--- src/rtl/bcd_pkg.sv ---
// Shared definitions for the sequential binary-to-BCD converter: FSM encoding
// and the digit-count helper used to reject undersized DIGITS at elaboration.
package bcd_pkg;

   typedef enum logic [1:0] {
      ST_IDLE = 2'd0,
      ST_CONV = 2'd1,
      ST_DONE = 2'd2
   } state_t;

   // Number of decimal digits needed for the largest magnitude the input can carry.
   function automatic int bcd_min_digits(input int width, input int is_signed);
      longint unsigned max_v;
      int              n;
      if (is_signed != 0)
         max_v = 64'd1 << (width - 1);
      else
         max_v = (64'd1 << width) - 64'd1;
      n = 1;
      while (max_v >= 64'd10) begin
         max_v = max_v / 64'd10;
         n     = n + 1;
      end
      return n;
   endfunction

endpackage

--- src/rtl/bcd_digit_adj.sv ---
// Double-dabble digit correction: a BCD digit of 5 or more gets +3 before the shift.
// Purely combinational; no carry leaves the digit.
module bcd_digit_adj (
   input  logic [3:0] digit_in,
   output logic [3:0] digit_out
);

   assign digit_out = (digit_in >= 4'd5) ? (digit_in + 4'd3) : digit_in;

endmodule

--- src/rtl/bcd_seq_conv.sv ---
// Bit-serial binary-to-BCD converter, BIN_W cycles per operand; result held in DONE
// until out_ready, new operands refused (in_ready=0) while converting or holding.
module bcd_seq_conv
   import bcd_pkg::*;
#(
   parameter int BIN_W  = 8,
   parameter int DIGITS = 3,
   parameter int SIGNED = 0
) (
   input  logic                  clk,
   input  logic                  rst,
   input  logic                  in_valid,
   output logic                  in_ready,
   input  logic [BIN_W-1:0]      bin_in,
   output logic                  out_valid,
   input  logic                  out_ready,
   output logic [4*DIGITS-1:0]   bcd_out,
   output logic                  sign_out,
   output logic                  busy
);

   localparam int CNT_W = $clog2(BIN_W);
   localparam int BCD_W = 4 * DIGITS;
   localparam logic [CNT_W-1:0] LAST_CNT = CNT_W'(BIN_W - 1);

   generate
      if (BIN_W < 2) begin : g_bad_width
         $error("bcd_seq_conv: BIN_W must be at least 2");
      end
      if (DIGITS < bcd_min_digits(BIN_W, SIGNED)) begin : g_bad_digits
         $error("bcd_seq_conv: DIGITS too small for BIN_W/SIGNED");
      end
   endgenerate

   state_t                  state_q, state_d;
   logic [CNT_W-1:0]        count_q, count_d;
   logic [BIN_W-1:0]        bin_q, bin_d;
   logic [BCD_W-1:0]        work_q, work_d;
   logic                    neg_q, neg_d;
   logic [BCD_W-1:0]        bcd_out_q, bcd_out_d;
   logic                    sign_out_q, sign_out_d;
   logic                    in_ready_q, in_ready_d;
   logic                    out_valid_q, out_valid_d;
   logic                    busy_q, busy_d;

   logic [BCD_W-1:0]        bcd_adj;
   logic [BCD_W+BIN_W-1:0]  shift_v;
   logic [BIN_W-1:0]        load_mag;
   logic                    load_neg;

   genvar g;
   generate
      for (g = 0; g < DIGITS; g++) begin : g_adj
         bcd_digit_adj u_adj (
            .digit_in  (work_q[4*g +: 4]),
            .digit_out (bcd_adj[4*g +: 4])
         );
      end
   endgenerate

   assign shift_v = {bcd_adj, bin_q} << 1;

   // Two's complement minimum negates to itself, which is exactly the unsigned magnitude.
   always_comb begin
      load_mag = bin_in;
      load_neg = 1'b0;
      if ((SIGNED != 0) && bin_in[BIN_W-1]) begin
         load_mag = -bin_in;
         load_neg = 1'b1;
      end
   end

   always_comb begin
      state_d     = state_q;
      count_d     = count_q;
      bin_d       = bin_q;
      work_d      = work_q;
      neg_d       = neg_q;
      bcd_out_d   = bcd_out_q;
      sign_out_d  = sign_out_q;
      in_ready_d  = in_ready_q;
      out_valid_d = out_valid_q;
      busy_d      = busy_q;

      case (state_q)
         ST_IDLE: begin
            if (in_valid && in_ready_q) begin
               bin_d      = load_mag;
               work_d     = '0;
               neg_d      = load_neg;
               count_d    = '0;
               state_d    = ST_CONV;
               in_ready_d = 1'b0;
               busy_d     = 1'b1;
            end
         end
         ST_CONV: begin
            work_d = shift_v[BCD_W+BIN_W-1:BIN_W];
            bin_d  = shift_v[BIN_W-1:0];
            if (count_q == LAST_CNT) begin
               state_d     = ST_DONE;
               busy_d      = 1'b0;
               out_valid_d = 1'b1;
               bcd_out_d   = shift_v[BCD_W+BIN_W-1:BIN_W];
               sign_out_d  = neg_q;
            end else begin
               count_d = count_q + CNT_W'(1);
            end
         end
         ST_DONE: begin
            if (out_ready) begin
               state_d     = ST_IDLE;
               out_valid_d = 1'b0;
               in_ready_d  = 1'b1;
            end
         end
         default: begin
            state_d     = ST_IDLE;
            in_ready_d  = 1'b1;
            out_valid_d = 1'b0;
            busy_d      = 1'b0;
         end
      endcase
   end

   always_ff @(posedge clk) begin
      if (rst) begin
         state_q     <= ST_IDLE;
         count_q     <= '0;
         bin_q       <= '0;
         work_q      <= '0;
         neg_q       <= 1'b0;
         bcd_out_q   <= '0;
         sign_out_q  <= 1'b0;
         in_ready_q  <= 1'b1;
         out_valid_q <= 1'b0;
         busy_q      <= 1'b0;
      end else begin
         state_q     <= state_d;
         count_q     <= count_d;
         bin_q       <= bin_d;
         work_q      <= work_d;
         neg_q       <= neg_d;
         bcd_out_q   <= bcd_out_d;
         sign_out_q  <= sign_out_d;
         in_ready_q  <= in_ready_d;
         out_valid_q <= out_valid_d;
         busy_q      <= busy_d;
      end
   end

   assign in_ready  = in_ready_q;
   assign out_valid = out_valid_q;
   assign bcd_out   = bcd_out_q;
   assign sign_out  = sign_out_q;
   assign busy      = busy_q;

endmodule

--- config.mk ---
export PLATFORM = sky130hd
export DESIGN_NAME = bcd_seq_conv
export DESIGN_NICKNAME = d
export VERILOG_FILES = /design/src/rtl/bcd_pkg.sv /design/src/rtl/bcd_digit_adj.sv /design/src/rtl/bcd_seq_conv.sv
export SDC_FILE = /design/constraint.sdc
export NUM_CORES = 1
export LEC_CHECK = 0
export ABC_AREA = 1
export ABC_CLOCK_PERIOD_IN_PS = 1600
export BUFFER_PORTS_ARGS = -buffer_cell sky130_fd_sc_hd__buf_2
export CAP_MARGIN = 20
export CORE_UTILIZATION = 45
export DETAILED_ROUTE_END_ITERATION = 10
export SYNTH_ARGS = -nofsm -noshare
export SYNTH_HDL_FRONTEND = slang
export SYNTH_SLANG_ARGS = --single-unit
--- constraint.sdc ---
create_clock -name clk -period 1.6 [get_ports clk]
set_clock_uncertainty 0.15 [all_clocks]
set_input_delay 0.4 -clock clk [delete_from_list [all_inputs] [get_ports clk]]
set_output_delay 0.4 -clock clk [all_outputs]
set_load 0.01 [all_outputs]
== After elaboration in Yosys (flattened, before gate mapping) ==
Cells that the tools add are included.

* Add/sub/neg operators: 4
* Shift operators: 0
* Bitwise logic cells: 3
* Multipliers: 0
* Equal/unequal tests: 7
* Reduce and logical (&&, ||, !) cells: 10
* Order comparisons: 3
* Muxes and demuxes: 23
* Divide/modulo/power cells: 0

{| class="wikitable"
|+ Operators with widths
! operator !! number
|-
| 12-bit one-hot mux with 2 select lines || 1
|-
| 8-bit one-hot mux with 2 select lines || 1
|-
| 3-bit AND reduction || 5
|-
| 4-bit by 3-bit greater-or-equal comparator with 1-bit output, second input constant || 3
|-
| 12-bit two-way mux || 1
|-
| 3-bit two-way mux || 3
|-
| 1-bit one-hot mux with 3 select lines || 3
|-
| 4-bit by 2-bit adder with 4-bit output, second input constant || 2
|-
| 4-bit two-way mux || 2
|-
| 8-bit two-way mux || 1
|-
| 2-bit inequality test, second input constant || 4
|-
| 1-bit two-way mux || 6
|-
| 2-bit two-way mux || 3
|-
| 2-bit one-hot mux with 3 select lines || 1
|-
| 3-bit one-hot mux with 2 select lines || 1
|-
| 2-bit AND reduction || 2
|-
| 3-bit by 1-bit adder with 3-bit output, second input constant || 1
|-
| 3-bit by 2-bit adder with 3-bit output, second input constant || 1
|-
| 3-bit == test, second input constant || 1
|-
| 1-bit inverter || 3
|-
| 2-bit by 1-bit == test with 1-bit output, second input constant || 1
|-
| 2-bit == test, second input constant || 1
|-
| 2-bit zero test || 1
|-
| 2-bit nonzero test || 1
|-
| 1-bit logical AND || 1
|}

* Register bits after elaboration: 40
* Memories: 0
* Latch bits: 0
* ROM bits: 0
* Input bits: 12
* Memory bits (writable): 0
* Logic and storage cells: 58
* Output and inout bits: 16

== Depth between registers and ports, before layout ==
* Depth after elaboration: 3
* Gate-level depth with buffers: 11
* Gate-level depth less buffers: 11

== Hierarchy ==
From an unflattened synthesis, not the netlist that was laid out.

* Cells, all modules: 278
* Area, all modules: 1,970.6 µm²

{| class="wikitable"
|+ By module, submodules not included
! module !! cells an instance !! times used !! area each (µm²)
|-
| bcd_seq_conv || 209 || 1 || 1,565.3
|-
| bcd_digit_adj || 23 || 3 || 135.1
|}

== Worst setup path before layout ==
OpenSTA, ideal clock, no wires.

* Path type: flip-flop to flip-flop
* From: register count_q[0]
* To: register bcd_out_q[4] (netlist: bcd_out[4])
* Path buffers: 0
* Data required time: 1.335 ns
* Cell stages (with the launch flop): 8
* Setup slack: 0.141 ns
* Data arrival time: 1.193 ns
* Cells stage by stage: dfxtp_1 ha_1 ha_1 inv_2 nor2_8 inv_2 o21ai_0 inv_1

* Longest elaborated chain between the ends: 2

{| class="wikitable"
|+ RTL lines
! what !! RTL line !! text
|-
| from (decl) || bcd_seq_conv.sv:36 || <nowiki>logic [CNT_W-1:0] count_q, count_d;</nowiki>
|-
| from (signal assigned) || bcd_seq_conv.sv:140 || <nowiki>count_q <= count_d;</nowiki>
|-
| 3-bit == test || bcd_seq_conv.sv:100 || <nowiki>if (count_q == LAST_CNT) begin</nowiki>
|-
| 2-bit AND reduction (no source line) || - ||
|-
| to (signal assigned) || bcd_seq_conv.sv:144 || <nowiki>bcd_out_q <= bcd_out_d;</nowiki>
|-
| to (decl) || bcd_seq_conv.sv:40 || <nowiki>logic [BCD_W-1:0] bcd_out_q, bcd_out_d;</nowiki>
|}

Every way passes these cells.
A chain may end at the register's enable or synchronous reset.

== Worst setup path after layout ==
* From: register count_q[0]
* To: register bcd_out_q[2] (netlist: bcd_out[2])

Same word-level chain as after synthesis.

==> results.ini <==
[synthesis]
ys_ff_latch = 40
synth_cell_types = 27
yosysMostFrequentCell = nand2_1
syn_inst = 276
synth_top_area_share_pct = 39.6
ys.warnings.count = 0
synth_nets = 296
synthTopCellsByCount = nand2_1 (79), dfxtp_1 (40), inv_1 (30)
syn_area_per_cell_um2 = 7.32
synth_top_cell_by_area = dfxtp_1
synthTopCellsByArea = dfxtp_1 (40%), nand2_1 (15%), inv_1 (5.6%)
synthFlopType = dfxtp_1
yosysSeqAreaShare_pct = 39.6
async_flop_share_pct = 0
synth_edf_count = 0
synth_area_um2 = 2020

[clocking]
cts_max_path_buffers = 2
htree_levels = 2
cts.sink_count = 40
cts_tree = yes
numCtsBuffers = 5
clock_latency_ns = 0.29
path_clk_slew_ns = 0.08
root_buffer = clkbuf_8

[route]
routed.top_layer = met4
routed-via-count = 1752
first_pass_iters = 4
wl_met2_um = 1870
wl_met1_um = 2060
wl_per_cell_um = 11.3
postRouteAntennaNets = 0
wl_met3_um = 121
drt-total-wl_um = 4100
drt_iter0_drc = 30
viasPerCell = 4.81
remaining_drc_errors = 0

[finish]
finish.utilization_pct = 54.4
drive_above_1_share_pct = 23.4
nFillCells = 439
area_growth_pct = 16.4
diodes = 0
nets = 331

[placement]
port_buffers = 26
post-place-ws_ns = 0.0537
place.gp.congestion = 0.830
dp.final_hpwl_um = 2910

[sta]
rsz0062_at_grt = no
setup_viol = 0
timing.final.crit_period_ns = 1.52
fin_setup_tns_ns = 0
hold_ws_ns = 0.220
worst_slack_ns = 0.0752
maxSlewViolCount = 0
hold_viol = 0
min_period_over_period_pct = 95.3
fmax_mhz = 656

[grt]
overflow = 0
grt_antenna_before_repair = 0
grt_pass1_vias = 1593
grt_max_degree = 20
grt_pass1_wl_um = 6980
grt_usage_pct = 18.1

[floorplanning]
dieArea_um2 = 4760
die_w_um = 69.0
fp-row-count = 24
die_h_um = 69.0
core_um2 = 4320
ios = 28
start_util_pct = 46.7

[setup_path]
cp.arrival_ns = 1.58
crit_chain = ha_1 -> ha_2 -> inv_2 -> nor2_8 -> buf_6 -> o21a_1 -> nand2_1 -> inv_1
max_stage_delay_ns = 0.33
required_ns = 1.65
start_kind = flop
slowest_stage = dfxtp_2
crit_fanout = 7
worstSetupPathType = flop to flop
worstSetupEndpointType = flop

[flow_run]
drv_cap = 0

[power]
ir_drop_uv = 474
powerDensity_nw_per_um2 = 831
p_leak_nw = 1.13
fin_total_pwr_mw = 1.96

[hold_path]
hold_path_class = primary input to flop

[status]
outcome = completed

stage by stage:
step,cells,instance area [um2]
after floorplan,276,2020
after global placement,354,2200
after detailed placement,354,2200
after CTS,362,2300
after global routing,364,2350
final,364,2350
timing repair:
action,in CTS,in global routing
setup buffers,0,1
gates resized for setup,0,13
setup endpoints to repair,0,19
hold buffers,0,0
logic make-up (layout without fill, tap and decap cells):
| kind of cell | after synthesis | in the layout | synth area share (%) |
|---|---|---|---|
| compound gates | 53 | 53 | 15.4 |
| fa+ha+maj | 8 | 8 | 4.95 |
| buf+inv | 45 | 80 | 11.4 |
| flops | 40 | 40 | 39.6 |
| other cells | 1 | 1 | 0.186 |
| simple gates | 129 | 130 | 28.5 |
state kept, by name (all words and copies together), names as in the netlist:
register / flops
bcd_out: 12
bin_q: 8
busy: 1
count_q: 3
in_ready: 1
out_valid: 1
state_q: 2
work_q: 12
worst max-delay path: cells and delay by family (launching register included):
family / cells / cell delay, ns
buf+inv: 3 / 0.29
fa+ha+maj: 2 / 0.37
flops: 1 / 0.33
compound gates: 1 / 0.16
simple gates: 2 / 0.12
layout by cell type (no fill, tap or decap), types with 6 or more instances in the layout:
cell and instances:
nor2_1 26, a21oi_1 15, nand2_1 78, inv_1 29, dfxtp_1 37, o21a_1 7, o21ai_0 20, buf_2 26
ha_1 6, clkbuf_8 6, buf_4 9, nand3_1 9
report_power, final:
group	internal [mW]	switching [mW]	total (mW)
Clock	0.351	0.355	0.705
Sequential	1.03	0.0185	1.05
Combinational	0.0708	0.134	0.204
Total	1.45	0.507	1.96
final cells by class:
| cell class | instances | area, um2 | area share [%] |
|---|---|---|---|
| tap | 52 | 65.1 | 2.77 |
| inverter | 35 | 149 | 6.33 |
| clock buffer | 7 | 86.3 | 3.67 |
| sequential | 40 | 807 | 34.3 |
| timing repair buffer | 37 | 229 | 9.73 |
| clock inverter | 1 | 7.51 | 0.319 |
| multi-input combinational | 192 | 1010 | 42.9 |
path summary, 6_finish.rpt:
check | slack, ns | cells after the start | start | to
setup / recovery | 0.08 | 8 | count_q[0]$_SDFFE_PP0P_ | bcd_out[2]$_SDFFE_PP0P_
hold / removal | 0.22 | 3 | bin_in[0] | bin_q[0]$_SDFFE_PP0P_
setup reg to reg | 0.08 | 8 | count_q[0]$_SDFFE_PP0P_ | bcd_out[2]$_SDFFE_PP0P_
hold reg to reg | 0.29 | 1 | count_q[0]$_SDFFE_PP0P_ | count_q[0]$_SDFFE_PP0P_
per-layer routing:
| metal | vias up | global-route usage, % |
|---|---|---|
| li1 | 944 | - |
| met2 | 22 | 29.7 |
| met1 | 781 | 23.0 |
| met5 | - | 0 |
| met4 | 0 | 7.48 |
| met3 | 5 | 3.65 |
No activity file was read; power rests on OpenSTA's default activity.
